[config.mk]
export PLATFORM = sky130hd
export DESIGN_NAME = spi_slave_stream
export DESIGN_NICKNAME = d
export VERILOG_FILES = /design/src/rtl/spi_slave_stream.sv
export SDC_FILE = /design/constraint.sdc
export NUM_CORES = 1
export LEC_CHECK = 0
export CORE_ASPECT_RATIO = 0.9
export CORE_MARGIN = 1.5
export CORE_UTILIZATION = 45
export CTS_BUF_LIST = sky130_fd_sc_hd__clkbuf_8
export DETAILED_ROUTE_END_ITERATION = 16
export GPL_ROUTABILITY_DRIVEN = 0
export GPL_TIMING_DRIVEN = 0
export PLACE_DENSITY = 0.68
export SLEW_MARGIN = 20
export SYNTH_ARGS = -nofsm -noshare
export SYNTH_HDL_FRONTEND = slang
export SYNTH_SLANG_ARGS = --single-unit
[constraint.sdc]
create_clock -name clk -period 1.8 [get_ports clk]
set_input_delay 0.36 -clock clk [delete_from_list [all_inputs] [get_ports clk]]
set_output_delay 0.36 -clock clk [all_outputs]
set_load 0.02 [all_outputs]
[src/rtl/spi_slave_stream.sv]
// SPI slave bridging a CPOL/CPHA-configurable SPI bus to valid/ready word streams on clk.
// Each direction has a one-word holding register, with underrun/overflow pulses and mid-word abort.
module spi_slave_stream #(
    parameter int                DATA_W      = 8,
    parameter bit                CPOL        = 1'b1,
    parameter bit                CPHA        = 1'b1,
    parameter int                SYNC_STAGES = 2,
    parameter logic [DATA_W-1:0] IDLE_WORD   = {DATA_W{1'b1}}
) (
    input  logic              clk,
    input  logic              rst,
    input  logic              scl,
    input  logic              ss,
    input  logic              mosi,
    output logic              miso,
    output logic              miso_oe,
    input  logic [DATA_W-1:0] tx_data,
    input  logic              tx_valid,
    output logic              tx_ready,
    output logic [DATA_W-1:0] rx_data,
    output logic              rx_valid,
    input  logic              rx_ready,
    output logic              tx_udf,
    output logic              rx_ovf
);

    localparam int               CNT_W    = $clog2(DATA_W);
    localparam logic [CNT_W-1:0] LAST_BIT = CNT_W'(DATA_W - 1);

    typedef enum logic {
        IDLE,
        ACTIVE
    } state_t;

    state_t state, state_next;

    logic [SYNC_STAGES-1:0] scl_sync, ss_sync, mosi_sync;
    logic scl_s, ss_s, mosi_s, scl_d, ss_d;
    logic leading, trailing, sample_edge, launch_edge, ss_fall;
    logic frame_start, abort, do_sample, do_launch, word_done, word_load;
    logic tx_take, rx_take, tx_full;
    logic [DATA_W-1:0] tx_shreg, tx_hold, rx_shreg, rx_word;
    logic [CNT_W-1:0]  bit_cnt;

    // ss synchroniser resets low so a select already asserted at reset release is not seen as a fall.
    always_ff @(posedge clk) begin
        if (rst) begin
            scl_sync  <= {SYNC_STAGES{CPOL}};
            ss_sync   <= '0;
            mosi_sync <= '0;
            scl_d     <= CPOL;
            ss_d      <= 1'b0;
        end else begin
            scl_sync  <= {scl_sync[SYNC_STAGES-2:0], scl};
            ss_sync   <= {ss_sync[SYNC_STAGES-2:0], ss};
            mosi_sync <= {mosi_sync[SYNC_STAGES-2:0], mosi};
            scl_d     <= scl_s;
            ss_d      <= ss_s;
        end
    end

    assign scl_s       = scl_sync[SYNC_STAGES-1];
    assign ss_s        = ss_sync[SYNC_STAGES-1];
    assign mosi_s      = mosi_sync[SYNC_STAGES-1];
    assign leading     = (scl_d == CPOL) && (scl_s != CPOL);
    assign trailing    = (scl_d != CPOL) && (scl_s == CPOL);
    assign sample_edge = CPHA ? trailing : leading;
    assign launch_edge = CPHA ? leading : trailing;
    assign ss_fall     = ss_d && !ss_s;

    always_ff @(posedge clk) begin
        if (rst) state <= IDLE;
        else     state <= state_next;
    end

    always_comb begin
        state_next  = state;
        frame_start = 1'b0;
        abort       = 1'b0;
        do_sample   = 1'b0;
        do_launch   = 1'b0;
        case (state)
            IDLE: begin
                if (ss_fall) begin
                    state_next  = ACTIVE;
                    frame_start = 1'b1;
                end
            end
            ACTIVE: begin
                if (ss_s) begin
                    state_next = IDLE;
                    abort      = 1'b1;
                end else begin
                    do_sample = sample_edge;
                    do_launch = launch_edge;
                end
            end
            default: state_next = IDLE;
        endcase
    end

    assign word_done = do_sample && (bit_cnt == LAST_BIT);
    assign word_load = frame_start || word_done;
    assign rx_word   = {rx_shreg[DATA_W-2:0], mosi_s};
    assign tx_ready  = !tx_full;
    assign tx_take   = tx_valid && tx_ready;
    assign rx_take   = rx_valid && rx_ready;
    assign miso      = tx_shreg[DATA_W-1];
    assign miso_oe   = (state == ACTIVE);

    // Launch after a load is suppressed (bit_cnt==0) because the load already put the MSB on miso.
    always_ff @(posedge clk) begin
        if (rst) begin
            tx_shreg <= '0;
            tx_hold  <= '0;
            tx_full  <= 1'b0;
            rx_shreg <= '0;
            rx_data  <= '0;
            rx_valid <= 1'b0;
            bit_cnt  <= '0;
            tx_udf   <= 1'b0;
            rx_ovf   <= 1'b0;
        end else begin
            tx_udf <= 1'b0;
            rx_ovf <= 1'b0;

            if (tx_take) begin
                tx_hold <= tx_data;
                tx_full <= 1'b1;
            end else if (word_load) begin
                tx_full <= 1'b0;
            end

            if (word_load) begin
                tx_shreg <= tx_full ? tx_hold : IDLE_WORD;
                tx_udf   <= !tx_full;
            end else if (do_launch && (bit_cnt != '0)) begin
                tx_shreg <= {tx_shreg[DATA_W-2:0], 1'b0};
            end

            if (abort || frame_start) begin
                bit_cnt  <= '0;
                rx_shreg <= '0;
            end else if (do_sample) begin
                rx_shreg <= rx_word;
                bit_cnt  <= word_done ? '0 : bit_cnt + 1'b1;
            end

            if (word_done && (!rx_valid || rx_ready)) begin
                rx_data  <= rx_word;
                rx_valid <= 1'b1;
            end else begin
                if (word_done) rx_ovf <= 1'b1;
                if (rx_take)   rx_valid <= 1'b0;
            end
        end
    end

endmodule

==> impl_metrics.csv <==
group,metric,value,unit
clock_tree,cts-buffers-inserted,5,
logic_synthesis,async_reset_ff_frac,0,
clock_tree,htreeDepth,2,
setup_path,crit_slowest_cell,"a2111oi_1",
floorplanning,rows,22,
finish,post-route-util,0.582,
routing,wl_met2,1.71,mm
floorplanning,die_w,71.8,microns
global_route,grt_usage,0.187,
sta,finalCritPeriodShare,0.946,
floorplanning,die_h,64.9,microns
routing,drt_iter0_drc,125,
finish,drive_above_1_share,0.0964,
pwr,leakage,0.812,nW
global_route,grt_max_degree,14,
setup_path,path_common_cell,"ha_1",
run_status,outcome,"finished, final reports clean",
sta,rsz0062_at_grt,"true",
finish,stdcell_area,2370,sq um
sta,min_period,1700,ps
placement,placed_area,2250,sq um
routing,top_layer,"met4",
placement,hpwl,2.69,mm
logic_synthesis,synth.distinct_cells,29,
setup_path,slowest_delay,550,ps
finish,num-nets-final,266,
placement,io_buffers,27,
routing,wl,4.09,mm
run,cap_violations,0,
routing,firstDrtPassIters,6,
logic_synthesis,synth_common_cells,"47 x dfxtp_1, 35 x nand2_1, 28 x a21oi_1, 9 x nand3_1",
setup_path,path_cells,"ha_1, ha_1, nand4b_4, a2111oi_1, a311oi_1",
routing,drc_errors,0,
pwr,peakVddDrop,0.440,mV
clock_tree,path_clk_slew,80,ps
global_route,first_global_vias,1369,
routing,wl_met3,252,microns
sta,final_hold_viol_count,0,
finish,diodes,0,
clock_tree,clockBufferDepth,2,
logic_synthesis,synth-main-ff-cell,"dfxtp_1",
clock_tree,cts_sinks,47,
floorplanning,pin_count,29,
setup_path,cp-start-kind,"flip-flop",
clock_tree,cts_tree,"done",
setup_path,crit_type,"flip-flop to flip-flop",
logic_synthesis,yosysTopAreaCell,"dfxtp_1",
sta,drv_slew,0,
global_route,antenna_found_initial,0,
routing,ant_nets,0,
logic_synthesis,synth.ff_latch_count,47,
sta,tightest_slew,700,ps
logic_synthesis,synth_nets,232,
routing,vias,1615,
floorplanning,die_area,4660,sq um
setup_path,cp.arrival,1870,ps
logic_synthesis,syn_inst,214,
routing,detail_route.vias_per_cell,5.44,
logic_synthesis,ys_seq_area_frac,0.491,
setup_path,crit_fanout,10,
logic_synthesis,synth_top_area_frac,0.491,
sta,setup_viol,0,
floorplanning,core,4070,sq um
sta,max_freq,587,MHz
global_route,grt_overflow,0,
logic_synthesis,synth_area,1920,sq um
clock_tree,worstSkewPairLatency,300,ps
routing,met1_length,2.07,mm
pwr,p_total,1.88,mW
clock_tree,clockRootBuffer,"clkbuf_8",
sta,whs,410,ps
setup_path,endpoint_kind,"flip-flop",
logic_synthesis,synth_area_per_cell,8.96,sq um
finish,syn2layout_area_growth,23.5,%
routing,drt-wirelength-per-cell,13.8,microns
pwr,p_per_area,794,nW/um^2
setup_path,cp.required,1970,ps
min_path,min_path_type,"flip-flop to flip-flop",
global_route,grt_pass1_wl,6.64,mm
logic_synthesis,yosys-top-cells-area,"dfxtp_1 49%, a21oi_1 7.3%, nand2_1 6.8%",
sta,fin_skew,5.74,ps
sta,slew_headroom,0.530,
clock_tree,cts_setup_buffers,0,
logic_synthesis,synth_edf_count,0,
logic_synthesis,yosys.cell_count.top_type,"dfxtp_1",
logic_synthesis,yosysWarnings,0,
floorplanning,initial_core_util,0.471,
clock_tree,cts.hold.buffers_added,0,
-- per-layer routing --
metal | up-vias | GRT usage
met4 | 0 | 0.0755
li1 | 837 | -
met2 | 42 | 0.255
met3 | 6 | 0.0622
met1 | 730 | 0.270
met5 | - | 0
-- cell families after synthesis --
logic type / count (synthesis) / share of synthesized area
simple gates: 79 / 0.221
compound gates: 63 / 0.208
flops: 47 / 0.491
buf+inv: 22 / 0.0607
fa+ha+maj: 3 / 0.0196
-- stage by stage --
stage | setup TNS [ps] | setup slack, ps | cells
6_report | 0 | 96.9 | 297
3_3_place_gp | 0 | 43.9 | 289
5_1_grt | -128 | -57.6 | 297
4_1_cts | 0 | 17.7 | 297
2_1_floorplan | 0 | 381 | 214
3_5_place_dp | 0 | 34.2 | 289
-- critical path, delay by kind of cell, from the launching register on --
kind | cells | cell delay, ps
AO/OA/AOI/OAI | 2 | 650
flip-flops | 1 | 370
adder cells (fa/ha/maj) | 2 | 360
AND/OR/NAND/NOR | 1 | 200
-- cells in the final DEF, fill, tap and decap left out, drive strengths merged, types with 4 or more instances in the layout --
cell type,Yosys,layout
clkdlybuf4s50,0,26
dfxtp,47,47
a311oi,7,7
nand4,8,8
o31ai,8,8
nand2b,5,5
o21ai,9,9
buf,11,11
nand3,9,9
clkbuf,7,14
a21oi,28,28
nor2b,8,8
a2111oi,8,8
inv,4,5
nor3,4,4
nand2,35,35
-- report_power, final --
part / switching, mW / internal, mW / leakage [nW] / total, mW
clock: 0.331 / 0.345 / 0.0557 / 0.676
sequential: 0.0187 / 1.07 / 0.382 / 1.08
combinational: 0.0615 / 0.0606 / 0.374 / 0.122
total: 0.411 / 1.47 / 0.812 / 1.88
-- timing repair --
action,in CTS,in global routing
gates cloned,0,0
pin swaps,0,0
endpoints found under the setup margin,1,8
resized for setup,1,9
-- path summary, 6_finish.rpt --
path | start | endpoint | slack, ps | depth (start not counted)
max | bit_cnt[0]$_SDFFE_PP0P_ | tx_shreg[5]$_SDFFE_PP0P_ | 100 | 5
min | scl_sync[0]$_SDFF_PP1_ | scl_sync[1]$_SDFF_PP1_ | 410 | 1
max reg2reg | bit_cnt[0]$_SDFFE_PP0P_ | tx_shreg[5]$_SDFFE_PP0P_ | 100 | 5
min reg2reg | scl_sync[0]$_SDFF_PP1_ | scl_sync[1]$_SDFF_PP1_ | 410 | 1
-- registers in the layout, summed over array words and instances, names as in the netlist --
| name | count |
|---|---|
| tx_hold | 8 |
| bit_cnt | 3 |
| tx_shreg | 8 |
| tx_udf | 1 |
| rx_shreg | 7 |
| miso_oe | 1 |
| rx_ovf | 1 |
| scl_sync | 2 |
| tx_full | 1 |
| ss_d | 1 |
| rx_valid | 1 |
| rx_data | 8 |
| mosi_sync | 2 |
| ss_sync | 2 |
| scl_d | 1 |
-- cell type report --
cell class | instances | area (sq um)
inverter | 4 | 15.0
multi-input combinational | 145 | 883
timing repair buffer | 27 | 269
tap | 48 | 60.1
clock buffer | 7 | 96.3
sequential | 47 | 941
fill | 378 | 1700
clock inverter | 1 | 3.75
buffer | 18 | 101
No activity file was read; power rests on OpenSTA's default activity.
